### src/rtl/trace_packetizer_if.sv
// Control, memory-read and UART-TX signals of the trace packetizer, bundled for port use.
// The packetizer takes the slave modport; whoever drives start/mem data/tx_ready takes master.
interface trace_packetizer_if;
    logic        start;
    logic [4:0]  sel;
    logic        busy;
    logic        done;
    logic        err;
    logic        mem_r_en;
    logic [15:0] mem_r_addr;
    logic [7:0]  mem_r_data;
    logic [7:0]  tx_data;
    logic        tx_valid;
    logic        tx_ready;

    modport slave (
        input  start, sel, mem_r_data, tx_ready,
        output busy, done, err, mem_r_en, mem_r_addr, tx_data, tx_valid
    );

    modport master (
        output start, sel, mem_r_data, tx_ready,
        input  busy, done, err, mem_r_en, mem_r_addr, tx_data, tx_valid
    );
endinterface

### src/rtl/trace_packetizer.sv
// Frames one memory region into A5 5A SEL LEN_H LEN_L payload[LEN] CSUM for the UART TX path.
// The checksum is the XOR of SEL, both length bytes and every payload byte.
module trace_packetizer #(
    parameter int         SAMPLES   = 1024,
    parameter int         BLK_BYTES = 16,
    parameter int         PRM_BYTES = 4,
    parameter logic [7:0] SYNC0     = 8'hA5,
    parameter logic [7:0] SYNC1     = 8'h5A
) (
    input  logic               clk1,
    input  logic               c10_resetn,
    trace_packetizer_if.slave  bus
);

    localparam logic [15:0] LEN_TRACE = 16'(SAMPLES);
    localparam logic [15:0] LEN_BLK   = 16'(BLK_BYTES);
    localparam logic [15:0] LEN_PRM   = 16'(PRM_BYTES);

    typedef enum logic [3:0] {
        S_IDLE, S_HDR0, S_HDR1, S_SEL, S_LENH, S_LENL,
        S_RDREQ, S_RDWAIT, S_PAY, S_CSUM, S_FIN
    } state_t;

    state_t      state_q, state_d;
    logic [4:0]  sel_q, sel_d;
    logic [15:0] len_q, len_d;
    logic [15:0] idx_q, idx_d;
    logic [7:0]  csum_q, csum_d;
    logic        err_q, err_d;
    logic [7:0]  tx_data_q, tx_data_d;
    logic        tx_valid_q, tx_valid_d;
    logic        xfer;

    // A zero length marks an illegal select.
    function automatic logic [15:0] len_of(input logic [4:0] s);
        case (s)
            5'b10000:                   return LEN_PRM;
            5'b01000:                   return LEN_TRACE;
            5'b00001, 5'b00010, 5'b00100: return LEN_BLK;
            default:                    return 16'd0;
        endcase
    endfunction

    assign xfer = tx_valid_q & bus.tx_ready;

    always_comb begin
        state_d    = state_q;
        sel_d      = sel_q;
        len_d      = len_q;
        idx_d      = idx_q;
        csum_d     = csum_q;
        err_d      = err_q;
        tx_data_d  = tx_data_q;
        tx_valid_d = tx_valid_q;

        case (state_q)
            S_IDLE: begin
                if (bus.start) begin
                    sel_d  = bus.sel;
                    len_d  = len_of(bus.sel);
                    idx_d  = 16'd0;
                    csum_d = 8'd0;
                    err_d  = 1'b0;
                    if (len_of(bus.sel) != 16'd0) begin
                        state_d = S_HDR0;
                    end else begin
                        err_d   = 1'b1;
                        state_d = S_FIN;
                    end
                end
            end
            // HDR0 spends its first cycle loading the byte register; later byte
            // states are entered with their byte already loaded.
            S_HDR0: begin
                if (!tx_valid_q) begin
                    tx_data_d  = SYNC0;
                    tx_valid_d = 1'b1;
                end else if (xfer) begin
                    tx_data_d = SYNC1;
                    state_d   = S_HDR1;
                end
            end
            S_HDR1: begin
                if (xfer) begin
                    tx_data_d = {3'b000, sel_q};
                    state_d   = S_SEL;
                end
            end
            S_SEL: begin
                if (xfer) begin
                    csum_d    = csum_q ^ tx_data_q;
                    tx_data_d = len_q[15:8];
                    state_d   = S_LENH;
                end
            end
            S_LENH: begin
                if (xfer) begin
                    csum_d    = csum_q ^ tx_data_q;
                    tx_data_d = len_q[7:0];
                    state_d   = S_LENL;
                end
            end
            S_LENL: begin
                if (xfer) begin
                    csum_d     = csum_q ^ tx_data_q;
                    tx_valid_d = 1'b0;
                    state_d    = S_RDREQ;
                end
            end
            S_RDREQ: begin
                state_d = S_RDWAIT;
            end
            S_RDWAIT: begin
                tx_data_d  = bus.mem_r_data;
                tx_valid_d = 1'b1;
                state_d    = S_PAY;
            end
            S_PAY: begin
                if (xfer) begin
                    csum_d = csum_q ^ tx_data_q;
                    idx_d  = idx_q + 16'd1;
                    if (idx_q == len_q - 16'd1) begin
                        // Fold the last payload byte in directly so CSUM needs no extra cycle.
                        tx_data_d = csum_q ^ tx_data_q;
                        state_d   = S_CSUM;
                    end else begin
                        tx_valid_d = 1'b0;
                        state_d    = S_RDREQ;
                    end
                end
            end
            S_CSUM: begin
                if (xfer) begin
                    tx_valid_d = 1'b0;
                    state_d    = S_FIN;
                end
            end
            S_FIN: begin
                state_d = S_IDLE;
            end
            default: begin
                tx_valid_d = 1'b0;
                state_d    = S_IDLE;
            end
        endcase
    end

    always_ff @(posedge clk1 or negedge c10_resetn) begin
        if (!c10_resetn) begin
            state_q    <= S_IDLE;
            sel_q      <= 5'd0;
            len_q      <= 16'd0;
            idx_q      <= 16'd0;
            csum_q     <= 8'd0;
            err_q      <= 1'b0;
            tx_data_q  <= 8'd0;
            tx_valid_q <= 1'b0;
        end else begin
            state_q    <= state_d;
            sel_q      <= sel_d;
            len_q      <= len_d;
            idx_q      <= idx_d;
            csum_q     <= csum_d;
            err_q      <= err_d;
            tx_data_q  <= tx_data_d;
            tx_valid_q <= tx_valid_d;
        end
    end

    assign bus.busy       = (state_q != S_IDLE) && (state_q != S_FIN);
    assign bus.done       = (state_q == S_FIN);
    assign bus.err        = err_q;
    assign bus.mem_r_en   = (state_q == S_RDREQ);
    assign bus.mem_r_addr = (state_q == S_RDREQ) ? idx_q : 16'd0;
    assign bus.tx_data    = tx_data_q;
    assign bus.tx_valid   = tx_valid_q;

endmodule

### src/flat_wrapper.sv
// flat-port wrapper written by rule: the top's interface ports become plain ports
module trace_packetizer_flat 
#(
    parameter int         SAMPLES   = 1024,
    parameter int         BLK_BYTES = 16,
    parameter int         PRM_BYTES = 4,
    parameter logic [7:0] SYNC0     = 8'hA5,
    parameter logic [7:0] SYNC1     = 8'h5A
)
  (clk1, c10_resetn, bus_start, bus_sel, bus_mem_r_data, bus_tx_ready, bus_busy, bus_done, bus_err, bus_mem_r_en, bus_mem_r_addr, bus_tx_data, bus_tx_valid);
  trace_packetizer_if bus_i ();
  input  logic clk1;
  input  logic c10_resetn;
  input wire logic [$bits(bus_i.start)-1:0] bus_start;
  input wire logic [$bits(bus_i.sel)-1:0] bus_sel;
  input wire logic [$bits(bus_i.mem_r_data)-1:0] bus_mem_r_data;
  input wire logic [$bits(bus_i.tx_ready)-1:0] bus_tx_ready;
  output wire logic [$bits(bus_i.busy)-1:0] bus_busy;
  output wire logic [$bits(bus_i.done)-1:0] bus_done;
  output wire logic [$bits(bus_i.err)-1:0] bus_err;
  output wire logic [$bits(bus_i.mem_r_en)-1:0] bus_mem_r_en;
  output wire logic [$bits(bus_i.mem_r_addr)-1:0] bus_mem_r_addr;
  output wire logic [$bits(bus_i.tx_data)-1:0] bus_tx_data;
  output wire logic [$bits(bus_i.tx_valid)-1:0] bus_tx_valid;
  assign bus_i.start = bus_start;
  assign bus_i.sel = bus_sel;
  assign bus_i.mem_r_data = bus_mem_r_data;
  assign bus_i.tx_ready = bus_tx_ready;
  assign bus_busy = bus_i.busy;
  assign bus_done = bus_i.done;
  assign bus_err = bus_i.err;
  assign bus_mem_r_en = bus_i.mem_r_en;
  assign bus_mem_r_addr = bus_i.mem_r_addr;
  assign bus_tx_data = bus_i.tx_data;
  assign bus_tx_valid = bus_i.tx_valid;
  trace_packetizer #(.SAMPLES(SAMPLES), .BLK_BYTES(BLK_BYTES), .PRM_BYTES(PRM_BYTES), .SYNC0(SYNC0), .SYNC1(SYNC1)) u_core (.clk1(clk1), .c10_resetn(c10_resetn), .bus(bus_i));
endmodule
### config.mk
export PLATFORM = sky130hd
export DESIGN_NAME = trace_packetizer_flat
export DESIGN_NICKNAME = d
export VERILOG_FILES = /design/src/rtl/trace_packetizer_if.sv /design/src/rtl/trace_packetizer.sv /design/src/flat_wrapper.sv
export SDC_FILE = /design/constraint.sdc
export NUM_CORES = 1
export LEC_CHECK = 0
export BUFFER_PORTS_ARGS = -buffer_cell sky130_fd_sc_hd__buf_2
export CAP_MARGIN = 10
export CORE_UTILIZATION = 29
export CTS_CLUSTER_DIAMETER = 150
export CTS_CLUSTER_SIZE = 10
export DETAILED_ROUTE_END_ITERATION = 8
export SYNTH_ARGS = -nofsm -noshare
export SYNTH_HDL_FRONTEND = slang
export SYNTH_SLANG_ARGS = --single-unit
### constraint.sdc
create_clock -name clk1 -period 3.45 [get_ports clk1]
set_clock_uncertainty 0.15 [all_clocks]
set_input_delay 0.69 -clock clk1 [delete_from_list [all_inputs] [get_ports clk1]]
set_output_delay 0.69 -clock clk1 [all_outputs]
set_load 0.02 [all_outputs]
==> metrics.cfg, run 1 <==
[logic_synthesis]
synth_cell_types=66
synth-main-ff-cell=dfrtp_1
synth-edff-count=0
syn_nets=405
synth_area_um2=3250
ys_seq_area_share_pct=35.5
syn-mean-instance-area_um2=8.43
ys_seq_elements=46
yosys_warnings=0
synthArstFlopShare_pct=100
synth_cells=385

[cells_and_area]
instances_no_fill=562
syn2layout_area_growth_pct=13.6
layout_common_cells=dfrtp_1 (46), buf_2 (45), nand2_1 (44)
final_common_cell=dfrtp_1
drive_gt1_share_pct=18.2
nNetsFinal=441
fin_area_um2=3690
diodes=0

[critical_path]
reg2regPathDepth=9
crit_required_ps=2610
crit_path_end_kind=output port
cp.arrival_ps=2250
worstPathMaxFanout=17
start_kind=flop
criticalPathCategory=reg -> out

[sta]
finalMaxSlewViolations=0
worst_hold_slack_ps=336
finalHoldViolations=0
worst_pin_slew_ps=1040
rsz0062_at_grt=no
fmax_mhz=323
setup_violations=0
slew_headroom_pct=30.5
fin_crit_sh_pct=89.6
fin_crit_ps=3090
finalSetupTns_ps=0

[drt]
initialDrtViolationCount=168
drc=0
detail_route.wl_per_cell_um=15.6
wl_mm=8.75
antenna_left=0
drtPass1Iterations=4
vias=3018
vias_per_cell=5.37

[placed_design]
io_buffers=45
place_congestion=0.878
placedInstanceArea_um2=3600
placedCellCount=554
dp_hpwl_mm=6.36

[die]
die_h_um=108
core_area_um2=10900
die_x_um=108
die_area_um2=11600
pin_count=46
row_count=38
start_util_pct=29.8

[cts]
clock_path_buffers=2
cts_tree=yes
root_buffer=clkbuf_8
cts-htree-levels=2
ctsHoldBuffers=0
clk_pin_slew_worst_paths_ps=90
cts_sinks=46
postCtsSetupBuffers=0
cts_buffers=5
clk_latency_ps=320
cts_resized=0

[global_routing]
grt_max_degree=47
grt_use_total_pct=16.6
grt_use_met1_pct=22.3
antenna_found_initial=0
use_met2_pct=26.3
grt-ovfl-total=0
grt_pass1_wl_mm=15.0
grt_util_met3_pct=2.66
grt_pass1_vias=2897
grt_most_used_layer=met2

[power_and_ir_drop]
vdd_drop_max_uv=142
power.density_nw_per_um2=251
p_leak_uw=0.00177

[worst_hold_path]
hold_path_depth=2
hp-class=reg -> reg

[flow_run]
max_cap_viol_count=0

[run_status]
status=finished clean

==> kinds of logic (layout without fill, tap and decap cells) <==
kind of cell / after synthesis / after routing / synth area share [%]
adder cells (fa/ha/maj): 3 / 3 / 1.16
AND/OR/NAND/NOR: 169 / 169 / 28.2
multiplexers: 4 / 4 / 1.35
buffers and inverters: 36 / 73 / 5.01
AO/OA/AOI/OAI: 107 / 107 / 23.4
flip-flops: 46 / 46 / 35.5
XOR/XNOR: 20 / 20 / 5.40
==> synthesized netlist by cell type, drive strengths merged (2+ instances only) <==
cell | instances | area [um^2]
a31oi | 2 | 18.8
inv | 10 | 37.5
nor3b | 3 | 22.5
ha | 3 | 37.5
or2 | 2 | 12.5
o22ai | 4 | 25.0
and4 | 3 | 26.3
nand2b | 7 | 43.8
nand4 | 3 | 18.8
buf | 13 | 76.3
nor4 | 7 | 62.6
a211o | 7 | 61.3
o21ai | 35 | 175
and3 | 5 | 31.3
clkbuf | 13 | 48.8
xnor2 | 12 | 105
or3 | 2 | 12.5
o211ai | 2 | 15.0
a211oi | 6 | 45.0
xor2 | 8 | 70.1
dfrtp | 46 | 1150
a32o | 3 | 30.0
o221ai | 4 | 35.0
or3b | 3 | 26.3
and2 | 18 | 113
a21o | 3 | 22.5
a21oi | 18 | 90.1
mux2 | 3 | 33.8
nor2 | 36 | 148
nand3b | 2 | 15.0
nor3 | 12 | 60.1
and3b | 2 | 17.5
or4 | 2 | 15.0
a2111oi | 5 | 81.3
o22a | 6 | 52.6
nand2 | 45 | 176
nand3 | 13 | 65.1
a2111o | 2 | 22.5
==> worst max-delay path, cell delays in order, from the launching register on <==
cell,delay (ps)
dfrtp_1,510
inv_1,200
nand2_1,120
nor2_1,710
and2_1,230
buf_2,160
==> final timing paths <==
| check | to | from | slack [ps] |
|---|---|---|---|
| setup / recovery | bus_mem_r_addr[5] | u_core.state_q[0] | 360 |
| min in group asynchronous | u_core.bus.tx_data[5] | c10_resetn | 400 |
| max in group asynchronous | u_core.sel_q[2] | c10_resetn | 2100 |
| hold reg to reg | u_core.sel_q[2] | u_core.sel_q[2] | 340 |
| setup reg to reg | u_core.bus.tx_data[2] | u_core.len_q[2] | 560 |
| hold / removal | u_core.sel_q[2] | u_core.sel_q[2] | 340 |
==> metrics by stage <==
step	util (%)	total power (uW)	setup WS, ps
2_1_floorplan	-	559	846
3_3_place_gp	33.0	584	581
3_5_place_dp	33.0	584	569
4_1_cts	33.9	937	325
5_1_grt	33.9	966	66.9
6_report	33.9	924	359
==> per-layer routing <==
layer,wire (um),part of all wire [%]
met5,0,0
met2,4170,48
met4,208,2.4
met3,284,3.2
met1,4080,47
==> area by class of cell <==
| type | instances | area, um^2 |
|---|---|---|
| clock inverters | 1 | 5.00 |
| multi-input cells | 303 | 1930 |
| fillers | 1149 | 7200 |
| well taps | 140 | 175 |
| flip-flops and latches | 46 | 1150 |
| inverters | 10 | 37.5 |
| clock buffers | 7 | 86.3 |
| repair buffers | 55 | 300 |
==> report_power, final <==
group          switching (uW)  internal (uW)  total, uW
registers                   0            539        539
logic                    22.9           10.8       33.7
clock network             190            162        352
==> registers in the layout, indices dropped and copies added, names as in the netlist <==
signal and flops:
u_core.bus.tx_data 8, u_core.len_q 3, u_core.bus.tx_valid 1, u_core.csum_q 8, u_core.bus.err 1, u_core.sel_q 5
u_core.idx_q 16, u_core.state_q 4
(Power assumes the default switching activity.)
==> run 2, diff against run 1 <==
==> constraint.sdc (replaced) <==
create_clock -name clk1 -period 3.1 [get_ports clk1]
set_clock_uncertainty 0.15 [all_clocks]
set_input_delay 0.62 -clock clk1 [delete_from_list [all_inputs] [get_ports clk1]]
set_output_delay 0.62 -clock clk1 [all_outputs]
set_load 0.02 [all_outputs]
==> run 2 against run 1 <==
Net effect: final cell count up 0.71%; critical path depth up 3; clock power up 7.1%; sequential power up 11%; cell area up 0.81%; combinational power up 16%; power up 9.8%; core utilization up 0.28 points; via count up 1.2%; die area unchanged; setup slack worse by 71 ps; critical path type is now reg -> reg; highest routed layer unchanged.
==> metrics.cfg, run 2 (synthesized netlist as in run 1, its figures left out) <==
[global_routing]
grt_max_degree=28  ; -40%
grt-ovfl-total=0  ; unchanged
antenna_found_initial=0  ; unchanged
grt_pass1_vias=2945  ; +1.7%
grt_pass1_wl_mm=14.7  ; -2.2%
grt_use_total_pct=15.9  ; -0.66 points

[die]
core_area_um2=10900  ; unchanged
row_count=38  ; unchanged
die_h_um=108  ; unchanged
die_x_um=108  ; unchanged
start_util_pct=29.8  ; unchanged
pin_count=46  ; unchanged
die_area_um2=11600  ; unchanged

[placed_design]
dp_hpwl_mm=6.56  ; +3.1%
dpl_worst_slack_ps=310  ; -259 ps
io_buffers=45  ; unchanged
place_congestion=0.901  ; +2.6%

[cts]
clk_latency_ps=290  ; -30 ps
clock_path_buffers=2  ; unchanged
ctsHoldBuffers=0  ; unchanged
cts_sinks=46  ; unchanged
cts_tree=yes
cts-htree-levels=2  ; unchanged
root_buffer=clkbuf_8
cts_resized=0  ; unchanged
postCtsSetupBuffers=0  ; unchanged
clk_pin_slew_worst_paths_ps=90  ; about the same
cts_buffers=5  ; unchanged

[critical_path]
worstPathMaxFanout=8  ; -9
crit_slowest_cell=o21ba_1
critical-path-top-delay-family=compound AO/OA/AOI/OAI gates
criticalPathCategory=reg -> reg
rr_startpoint=u_core.len_q[2]
crit_chain=inv_1, ha_1, ha_1, xor2_1, o2111ai_1, nor4_2, o21ba_1, mux2_1
crit_path_end_kind=flop
crit_path_start=u_core.len_q[2]
crit_required_ps=3120  ; +510 ps
cp.buffers_inverters=1  ; -1
crit_path_max_incr_delay_ps=420  ; -290 ps
cp.arrival_ps=2830  ; +580 ps
start_kind=flop
path_common_cell=ha_1

[worst_hold_path]
hp-class=in -> async

[cells_and_area]
drive_gt1_share_pct=19.0  ; +0.77 points
nNetsFinal=445  ; +0.91%
final_common_cell=dfrtp_1
top_register=u_core.idx_q
layout_common_cells=dfrtp_1 (46), buf_2 (45), nand2_1 (44)
fillerInstances=1108  ; -3.6%
diodes=0  ; unchanged
syn2layout_area_growth_pct=14.5
largest_reg_flops=16  ; unchanged

[drt]
drtPass1Iterations=5  ; +1
wl_mm=8.75  ; about the same
detail_route.wl_per_cell_um=15.5  ; -0.63%
vias=3055  ; +1.2%
drc=0  ; unchanged
initialDrtViolationCount=240  ; +43%
vias_per_cell=5.40  ; +0.51%
antenna_left=0  ; unchanged

[sta]
finalMaxSlewViolations=0  ; unchanged
rsz0062_at_grt=no
finalSetupTns_ps=0  ; unchanged
setup_violations=0  ; unchanged
slew_headroom_pct=46.7  ; +16 points
fmax_mhz=356
finalHoldViolations=0  ; unchanged
fin_crit_ps=2810
fin_crit_sh_pct=90.7
setup_ws_ps=288  ; -71.0 ps
worst_pin_slew_ps=779  ; -263 ps

[flow_run]
max_cap_viol_count=0  ; unchanged

[run_status]
status=finished clean

[power_and_ir_drop]
vdd_drop_max_uv=167  ; +18%
power.density_nw_per_um2=273  ; +8.9%
p_leak_uw=0.00179  ; +1.1%

==> run 2: cell types whose count changed in the layout (fill, tap and decap cells not counted), sizes merged <==
| cell | before | now |
|---|---|---|
| buf | 55 | 59 |
==> run 2: worst paths after layout <==
check / cells past startpoint / endpoint / slack (ps)
min reg2reg: 1 / u_core.csum_q[3] / 340
max in group asynchronous: 2 / u_core.sel_q[3] / 1950
min: 1 / u_core.bus.tx_data[5] / 120
max: 8 / u_core.bus.tx_data[4] / 290
min in group clk1: 1 / u_core.csum_q[3] / 340
max reg2reg: 8 / u_core.bus.tx_data[4] / 290
==> run 2: metrics by stage <==
stage / power [uW] / hold WS [ps] / cell area, um^2 / utilization [%] / std cells
floorplan: 622 / 174 / 3250 / - / 385
global placement: 651 / 323 / 3630 / 33.3 / 558
detailed placement: 652 / 340 / 3630 / 33.3 / 558
CTS: 1030 / 139 / 3720 / 34.1 / 566
global route: 1060 / 156 / 3720 / 34.1 / 566
finish: 1020 / 117 / 3720 / 34.1 / 566
==> run 2: final cells by class <==
class                           instances  area, um^2  area share [%]
Clock buffer                            7        86.3            2.32
Clock inverter                          1        5.00           0.135
Inverter                               10        37.5            1.01
Multi-Input combinational cell        303        1930            52.0
Sequential cell                        46        1150            31.0
Tap cell                              140         175            4.71
Timing Repair Buffer                   59         330            8.89
==> run 2: layer usage <==
metal	part of all wire, %	GRT usage [%]
met5	0	0
met4	1.5	5.09
met3	4.5	2.00
met2	47	25.5
met1	47	22.0
==> run 2: report_power, final <==
group	internal [uW]	total [uW]	switching, uW	leakage, uW
combinational	12.8	39.1	26.4	0.00113
clock	180	377	196	0.0000482
sequential	599	599	0	0.000617
total	792	1020	223	0.00179
==> run 3, diff against run 2 <==
--- a/config.mk
+++ b/config.mk
@@ -7,10 +7,12 @@
 export LEC_CHECK = 0
 export BUFFER_PORTS_ARGS = -buffer_cell sky130_fd_sc_hd__buf_2
 export CAP_MARGIN = 10
-export CORE_UTILIZATION = 29
+export CORE_ASPECT_RATIO = 1.75
+export CORE_UTILIZATION = 48
 export CTS_CLUSTER_DIAMETER = 150
 export CTS_CLUSTER_SIZE = 10
 export DETAILED_ROUTE_END_ITERATION = 8
+export PLACE_DENSITY = 0.69
 export SYNTH_ARGS = -nofsm -noshare
 export SYNTH_HDL_FRONTEND = slang
 export SYNTH_SLANG_ARGS = --single-unit
==> run 3 against run 2 <==
Net effect: die area decreased by 39%; critical path depth unchanged; register-to-register slack improved by 70 ps; sequential power about the same; global-route usage increased by 12 points; largest power group unchanged.
==> metrics.cfg, run 3 (synthesized netlist as in run 1, its figures left out) <==
[placed_design]
dp_hpwl_mm=6.63  ; +1.1%
placedCellCount=505  ; -9.5%
place_congestion=0.922  ; +2.4%
io_buffers=45  ; unchanged

[global_routing]
grt_use_total_pct=27.5  ; +12 points
antenna_found_initial=0  ; unchanged
grt_pass1_wl_mm=15.0  ; +2.2%
grt-ovfl-total=0  ; unchanged
grt_pass1_vias=3122  ; +6.0%
grt_max_degree=47  ; +68%

[critical_path]
criticalPathCategory=reg -> reg
crit_chain=inv_1, ha_1, ha_1, xor2_1, o2111ai_1, nor4_2, o21ba_1, mux2_1
start_kind=flop
crit_required_ps=3130  ; about the same
worstPathMaxFanout=8  ; unchanged
path_common_cell=ha_1
crit_path_end_kind=flop
crit_slowest_cell=o21ba_1
cp.arrival_ps=2770  ; -60 ps
crit_path_max_incr_delay_ps=390  ; -30 ps

[sta]
setup_violations=0  ; unchanged
fin_crit_ps=2740  ; -68.8 ps
finalSetupTns_ps=0  ; unchanged
fin_crit_sh_pct=88.5  ; -2.2 points
finalHoldViolations=0  ; unchanged
worst_pin_slew_ps=1050  ; +267 ps
finalMaxSlewViolations=0  ; unchanged
worst_hold_slack_ps=327  ; +210 ps
rsz0062_at_grt=no
slew_headroom_pct=30.3  ; -16 points
fmax_mhz=364  ; +2.5%

[drt]
initialDrtViolationCount=198  ; -18%
antenna_left=0  ; unchanged
vias_per_cell=6.09  ; +13%
vias=3122  ; +2.2%
drtPass1Iterations=5  ; unchanged
drc=0  ; unchanged
detail_route.wl_per_cell_um=17.4  ; +13%
wl_mm=8.93  ; +2.1%

[die]
pin_count=46  ; unchanged
core_area_um2=6540  ; -40%
row_count=39  ; +2.6%
die_area_um2=7110  ; -39%
die_h_um=111  ; +2.8%
die_x_um=64.2  ; -40%
start_util_pct=49.6  ; +20 points

[flow_run]
max_cap_viol_count=0  ; unchanged

[cts]
cts-htree-levels=2  ; unchanged
cts_sinks=46  ; unchanged
root_buffer=clkbuf_16
cts_tree=yes
ctsHoldBuffers=0  ; unchanged
cts_buffers=5  ; unchanged
postCtsSetupBuffers=0  ; unchanged
cts_resized=0  ; unchanged
clk_pin_slew_worst_paths_ps=60  ; -30 ps
clock_path_buffers=2  ; unchanged
clk_latency_ps=300  ; about the same

[cells_and_area]
layout_common_cells=dfrtp_1 (46), buf_2 (45), nand2_1 (44)
largest_reg_flops=16  ; unchanged
diodes=0  ; unchanged
nNetsFinal=450  ; +1.1%
top_register=u_core.idx_q
syn2layout_area_growth_pct=15.2
instances_no_fill=513  ; -9.4%
drive_gt1_share_pct=20.0  ; +0.94 points
final_common_cell=dfrtp_1

[power_and_ir_drop]
vdd_drop_max_uv=320  ; +92%
power.density_nw_per_um2=318  ; +17%
p_leak_uw=0.00184  ; +2.8%
fin_total_pwr_uw=1190  ; +17%

[worst_hold_path]
hp-class=reg -> reg

[run_status]
status=finished clean

[run 3: where the power goes]
part / internal, uW / leakage [uW] / switching (uW)
combinational: 12.0 / 0.00115 / 24.9
sequential: 600 / 0.000617 / 0
clock: 320 / 0.0000739 / 233
total: 932 / 0.00184 / 258
[run 3: layer usage]
metal | vias to the layer above | wire length, um | track usage, %
met4 | 0 | 454 | 16.7
li1 | 1483 | - | -
met3 | 32 | 361 | 3.91
met5 | - | 0 | 0
met2 | 100 | 4880 | 50.9
met1 | 1507 | 3240 | 28.2
[run 3: layout make-up]
| class | count | area, um^2 |
|---|---|---|
| fill | 637 | 2800 |
| timing repair buffer | 64 | 368 |
| sequential | 46 | 1150 |
| tap | 82 | 103 |
| clock buffer | 7 | 143 |
| inverter | 10 | 37.5 |
| clock inverter | 1 | 5.00 |
| multi-input combinational | 303 | 1930 |
[run 3: worst paths after layout]
kind / slack (ps) / to / cells past startpoint / start
worst min-delay path: 330 / u_core.bus.err / 2 / u_core.bus.err
worst max-delay path: 360 / u_core.bus.tx_data[4] / 8 / u_core.len_q[2]
min in group asynchronous: 360 / u_core.idx_q[9] / 1 / c10_resetn
worst max register to register: 360 / u_core.bus.tx_data[4] / 8 / u_core.len_q[2]
max in group asynchronous: 1800 / u_core.bus.tx_data[3] / 1 / c10_resetn
worst min register to register: 330 / u_core.bus.err / 2 / u_core.bus.err
[run 3: through the flow]
step | instance area, um^2 | worst slack, ps | util [%]
floorplan | 3250 | 550 | -
global placement | 3590 | 491 | 54.9
detailed placement | 3590 | 373 | 54.9
CTS | 3740 | 360 | 57.2
global route | 3740 | 153 | 57.2
finish | 3740 | 356 | 57.2
[run 3: critical path, delay by kind of cell (launching register included)]
kind            cells  cell delay [ps]
mux                 1              370
buf+inv             1               80
flops               1              380
compound gates      2              560
xor+xnor            1              210
fa+ha+maj           2              570
simple gates        1              310
